**config.mk**
```make
export PLATFORM = sky130hd
export DESIGN_NAME = acc_port_arbiter
export DESIGN_NICKNAME = d
export VERILOG_FILES = /design/src/rtl/acc_pkg.sv /design/src/rtl/acc_clear_seq.sv /design/src/rtl/acc_port_arbiter.sv
export SDC_FILE = /design/constraint.sdc
export NUM_CORES = 1
export LEC_CHECK = 0
export BUFFER_PORTS_ARGS = -buffer_cell sky130_fd_sc_hd__buf_4
export CAP_MARGIN = 5
export CORE_AREA = 2 2 69 71
export DETAILED_ROUTE_END_ITERATION = 10
export DIE_AREA = 0 0 71 73
export PLACE_DENSITY = 0.84
export REMOVE_ABC_BUFFERS = 1
export SYNTH_ARGS = -nofsm -noshare
export SYNTH_HDL_FRONTEND = slang
export SYNTH_SLANG_ARGS = --single-unit
export TNS_END_PERCENT = 50
```
**constraint.sdc**
```tcl
create_clock -name clk -period 1.4 [get_ports clk]
set_input_delay 0 -clock clk [delete_from_list [all_inputs] [get_ports clk]]
set_output_delay 0 -clock clk [all_outputs]
set_load 0.01 [all_outputs]
```
**src/rtl/acc_pkg.sv**
```systemverilog
// Shared constants and clear-sequencer state encoding for the accumulator port.
package acc_pkg;
    localparam int ACC_DATA_W = 32;
    localparam int ACC_ADDR_W = 8;
    localparam int ACC_DEPTH  = 256;

    typedef enum logic [1:0] {
        IDLE,
        CLEAR,
        DONE
    } clr_state_t;
endpackage

```
**src/rtl/acc_clear_seq.sv**
```systemverilog
// Sequential zero-fill engine: one address per unstalled cycle, busy/complete registered.
// Stalled cycles hold the current address; a held request starts exactly one pass.
module acc_clear_seq
    import acc_pkg::*;
#(
    parameter int ADDR_W = ACC_ADDR_W,
    parameter int DEPTH  = ACC_DEPTH
) (
    input  logic              clk,
    input  logic              rst,
    input  logic              clr_req_i,
    input  logic              stall_i,
    output logic              clr_busy_o,
    output logic              clr_complete_o,
    output logic [ADDR_W-1:0] clr_addr_o
);
    localparam logic [ADDR_W-1:0] LAST_ADDR = ADDR_W'(DEPTH - 1);

    clr_state_t        state_q, state_d;
    logic [ADDR_W-1:0] addr_q, addr_d;
    logic              armed_q, armed_d;
    logic              busy_q, complete_q;

    always_comb begin
        state_d = state_q;
        addr_d  = addr_q;
        armed_d = armed_q;
        // Re-arm only once the request has been seen low.
        if (!clr_req_i) begin
            armed_d = 1'b1;
        end
        case (state_q)
            IDLE: begin
                if (clr_req_i && armed_q) begin
                    state_d = CLEAR;
                    addr_d  = '0;
                    armed_d = 1'b0;
                end
            end
            CLEAR: begin
                if (!stall_i) begin
                    addr_d = addr_q + 1'b1;
                    if (addr_q == LAST_ADDR) begin
                        state_d = DONE;
                    end
                end
            end
            DONE:    state_d = IDLE;
            default: state_d = IDLE;
        endcase
    end

    always_ff @(posedge clk or posedge rst) begin
        if (rst) begin
            state_q    <= IDLE;
            addr_q     <= '0;
            armed_q    <= 1'b1;
            busy_q     <= 1'b0;
            complete_q <= 1'b0;
        end else begin
            state_q    <= state_d;
            addr_q     <= addr_d;
            armed_q    <= armed_d;
            busy_q     <= (state_d == CLEAR);
            complete_q <= (state_d == DONE);
        end
    end

    assign clr_busy_o     = busy_q;
    assign clr_complete_o = complete_q;
    assign clr_addr_o     = addr_q;
endmodule

```
**src/rtl/acc_port_arbiter.sv**
```systemverilog
// Single-port accumulator RAM arbiter: systolic write > clear > host read, mux is combinational.
// Read data valid one cycle after grant; reads wait out writes and clears, writes never stall.
module acc_port_arbiter
    import acc_pkg::*;
#(
    parameter int DATA_W = ACC_DATA_W,
    parameter int ADDR_W = ACC_ADDR_W,
    parameter int DEPTH  = ACC_DEPTH
) (
    input  logic              clk,
    input  logic              rst,
    input  logic              sys_wr_en,
    input  logic [ADDR_W-1:0] sys_wr_addr,
    input  logic [DATA_W-1:0] sys_wr_data,
    input  logic              clr_req,
    output logic              clr_busy,
    output logic              clr_complete,
    input  logic              rd_req,
    input  logic [ADDR_W-1:0] rd_addr,
    output logic              rd_gnt,
    output logic              rd_valid,
    output logic [DATA_W-1:0] rd_data,
    output logic              mem_en,
    output logic              mem_we,
    output logic [ADDR_W-1:0] mem_addr,
    output logic [DATA_W-1:0] mem_wdata,
    input  logic [DATA_W-1:0] mem_rdata,
    output logic              wr_collide_err
);
    logic              clr_busy_w;
    logic [ADDR_W-1:0] clr_addr_w;
    logic              rd_valid_q;
    logic              collide_q;

    acc_clear_seq #(
        .ADDR_W (ADDR_W),
        .DEPTH  (DEPTH)
    ) u_clear_seq (
        .clk            (clk),
        .rst            (rst),
        .clr_req_i      (clr_req),
        .stall_i        (sys_wr_en),
        .clr_busy_o     (clr_busy_w),
        .clr_complete_o (clr_complete),
        .clr_addr_o     (clr_addr_w)
    );

    always_comb begin
        mem_en    = 1'b0;
        mem_we    = 1'b0;
        mem_addr  = '0;
        mem_wdata = '0;
        if (sys_wr_en) begin
            mem_en    = 1'b1;
            mem_we    = 1'b1;
            mem_addr  = sys_wr_addr;
            mem_wdata = sys_wr_data;
        end else if (clr_busy_w) begin
            mem_en    = 1'b1;
            mem_we    = 1'b1;
            mem_addr  = clr_addr_w;
        end else if (rd_req) begin
            mem_en    = 1'b1;
            mem_addr  = rd_addr;
        end
    end

    assign rd_gnt = rd_req && !sys_wr_en && !clr_busy_w;

    always_ff @(posedge clk or posedge rst) begin
        if (rst) begin
            rd_valid_q <= 1'b0;
            collide_q  <= 1'b0;
        end else begin
            rd_valid_q <= rd_gnt;
            collide_q  <= collide_q | (sys_wr_en & clr_busy_w);
        end
    end

    // RAM output arrives in the cycle after the grant; zero it outside that cycle.
    assign rd_data        = rd_valid_q ? mem_rdata : '0;
    assign rd_valid       = rd_valid_q;
    assign clr_busy       = clr_busy_w;
    assign wr_collide_err = collide_q;
endmodule

```
==> results.rst <==
.. list-table::
   :header-rows: 1

   * - Metric
     - Value
   * - Post-detailed-route DRC marker count
     - 0
   * - Clock sink count
     - 15
   * - Crit path capture type
     - flip-flop
   * - Port Buffer Count
     - between 150 and 200
   * - Insertion delay to the later sink of the worst-skew pair
     - 240 ps
   * - Post-Route Setup TNS
     - -432.4 ps
   * - Internal power
     - 1.135 mW
   * - Horiz. Die Dim
     - slightly above 70 um
   * - Crit path kind
     - reg -> reg
   * - List of most frequent post-synthesis cells
     - 64 x and2_1, 14 x dfrtp_1, 14 x nand2_1, 13 x o21ai_0, 9 x clkbuf_1
   * - Data arrival time at the worst-slack endpoint
     - 1620 ps
   * - Top-count cell post-synth
     - and2_1
   * - Unrepaired setup endpoints after global routing
     - yes
   * - Largest driver fanout on the critical path
     - 4
   * - Count of synthesis-stage warnings from yosys
     - 0
   * - Portion of the post-synthesis area used by sequential elements
     - 30.13%
   * - CTS buffer count
     - 3
   * - Starting DRC count in detailed routing
     - between 40 and 50
   * - GRT Overall Usage
     - 18.66%
   * - Placement row count
     - 25
   * - Area enclosed by the die boundary
     - 5183 um2
   * - CTS tree
     - built
   * - Average cell area after synthesis
     - 7.622 um2
   * - Number of unique standard cell types used by synthesis
     - 28
   * - Via count of the routed design
     - 1,756
   * - Worst hold slack after final layout
     - 9.366 ps
   * - Final Critical Period
     - approximately 1500 ps
   * - Buffer count from post-CTS setup fixing
     - 0
   * - Fraction of registers with async set/reset
     - 100.0%
   * - Switch Pwr
     - 0.5332 mW
   * - Period Utilization, post-route
     - 106.6%
   * - Grt met3 use
     - 3.039%
   * - Post-CTS clock slew at the launch and capture registers of the worst setup and hold paths
     - 60 ps
   * - Cell taking the most area after synthesis
     - and2_1
   * - Max-slew violation total from the final report
     - 0
   * - Element type at the critical path start
     - flip-flop
   * - Max IR drop VDD
     - 0.0007257 V
   * - Highest achievable clock rate
     - 0.6700 GHz
   * - Layout overhead on the synthesized area
     - 117.1%
   * - Final setup margin
     - -92.53 ps
   * - Deepest clock path buffer count
     - 2
   * - Chip Height
     - 73 um
   * - Outcome
     - finished, violations left
   * - H-tree levels
     - 1
   * - Core area
     - around 4500 um2
   * - Slew headroom
     - 58.20%
   * - Setup violations, final
     - 8
   * - Total global routing overflow
     - 0
   * - Post-layout nets
     - 423
   * - Final setup skew
     - 5.759 ps
   * - Slew at the pin closest to its max-slew limit
     - 622.2 ps
   * - Worst slack, placed
     - -152.3 ps
   * - Met1 routing resource usage after global routing
     - approximately 22%
   * - Vias in the first global route
     - approximately 1,600
   * - Clock Power Share
     - about a fifth
   * - Switching part of the total power
     - about a third
   * - Min-delay worst type
     - in -> reg
   * - Number of flops mapped to enable cells by yosys
     - 0
   * - Synthesized instance count
     - 164
   * - Number of antenna violations at the first check in global routing
     - 0
   * - I/O pins
     - 164
   * - CTS Root Buffer Type
     - clkbuf_8
   * - Violated checks
     - negative setup slack
   * - Pwr per Cell Area
     - a little over 600 nW/um2
   * - Global placement routability congestion
     - 0.9066
   * - Synth Register Bits
     - 15
   * - Fraction of met2 tracks used by global routing
     - 35.62%
   * - Via density
     - 4.503
   * - Sum of net half-perimeters after detailed placement
     - 4542 um
   * - Power share of the combinational group
     - 44.0%
   * - Ant diodes
     - 0
   * - Number of antenna-violating nets in the routed design
     - 0
   * - Required @ worst endpoint
     - roughly 1500 ps
   * - Global-route wire length before repair
     - 7790 um
   * - Ratio of cells with drive above 1 in the final layout
     - 57.14%
   * - Final wirelength
     - 5500 um
   * - Global routing's busiest layer
     - met2
   * - Initial core utilization
     - 27.56%
   * - Post-DR wirelength/cell
     - about 14 um
   * - TritonRoute pass-1 iters
     - 4
   * - Static Leakage
     - 1.422 nW
   * - Dominant register cell in the synthesized netlist
     - dfrtp_1
   * - Share of Yosys cell area claimed by the top area cell type
     - 32.03%
   * - Final hold viol count
     - 0
   * - Maximum capacitance violations
     - 0
   * - Post-Synthesis Cell Area
     - 1250 um2
   * - Power after layout
     - roughly 1.7 mW
   * - Sequential Power Share
     - a little over a third
   * - Largest cells by area after synthesis
     - and2_1 32%, dfrtp_1 28%, o21ai_0 5.2%, a22oi_1 4.2%, nand2_1 4.2%
   * - Pin count of the biggest net entering global routing
     - 51
power by group through the flow:
stage	clock network (mW)	logic [mW]	registers (mW)
detailed placement	0	0.678	0.590
finish	0.345	0.735	0.589
global route	0.370	0.807	0.596
global placement	0	0.658	0.583
floorplan	0	0.259	0.571
CTS	0.354	0.697	0.582
path summary, 6_finish.rpt:
check,from,endpoint,slack (ps),cells after the start
max,u_clear_seq.clr_addr_o[1]$_DFFE_PP0P_,u_clear_seq.clr_busy_o$_DFF_PP0_,-90,4
min,rd_req,rd_valid$_DFF_PP0_,9,3
max reg2reg,u_clear_seq.clr_addr_o[1]$_DFFE_PP0P_,u_clear_seq.clr_busy_o$_DFF_PP0_,-90,4
min reg2reg,wr_collide_err$_DFF_PP0_,wr_collide_err$_DFF_PP0_,460,1
max in group asynchronous,rst,rd_valid$_DFF_PP0_,620,3
min in group asynchronous,rst,u_clear_seq.clr_addr_o[4]$_DFFE_PP0P_,370,3
logic make-up after synthesis:
family          count (synthesis)  synth area share, %
fa+ha+maj                       1                1.001
buf+inv                        15                4.604
simple gates                  100                47.45
compound gates                 31                15.22
flops                          15                30.13
mux                             2                1.602
critical path, stage by stage (launching register included):
cell,delay (ps)
dfrtp_1,370
ha_2,190
nand2_1,80
or4bb_4,550
o21a_1,190
timing repair:
item,4_1_cts,5_1_grt
cloned,0,0
hold buffers,2,0
resized for setup,7,9
endpoints found under the setup margin,13,53
endpoints found under the hold margin,15,0
pin swaps,6,2
area by class of cell:
| type | instances | area [um2] |
|---|---|---|
| fill | 410 | 1822 |
| timing repair buffer | 178 | 1345 |
| multi-input combinational | 134 | 859.6 |
| sequential | 15 | 377.9 |
| tap | 54 | 67.56 |
| clock buffer | 4 | 45.04 |
| inverter | 5 | 18.77 |
routing by layer:
layer / part of all wire, % / up-vias
li1: - / 893
met1: 38 / 801
met2: 55 / 58
met3: 5.8 / 4
met4: 0.51 / 0
met5: 0 / -
state kept, by name, indices dropped and copies added (netlist names):
name and flops:
u_clear_seq.clr_busy_o 1, wr_collide_err 1, u_clear_seq.clr_complete_o 1, u_clear_seq.clr_addr_o 8, u_clear_seq.state_q 2, rd_valid 1
u_clear_seq.armed_q 1
metrics by stage:
step	cells	utilization (%)	cell area (um2)
floorplan	154	-	1211
global placement	384	57.32	2600
detailed placement	384	57.32	2600
CTS	390	59.23	2686
global route	390	59.83	2714
finish	390	59.83	2714
cells in the final DEF, fill, tap and decap left out, types with 2 or more instances in the layout:
cell type and n:
a21oi_1 3, a21oi_2 2, a22oi_1 7, and2_1 64, buf_4 175, clkbuf_8 3, dfrtp_1 13, dlygate4sd3_1 2
inv_1 5, mux2i_1 2, nand2_1 14, nand3_1 2, nand3_2 2, nor2_1 2, nor3_1 3, o21a_1 2
o21ai_0 10, o21ai_1 3, or3_1 3, or4bb_4 2
(Power assumes the default switching activity.)
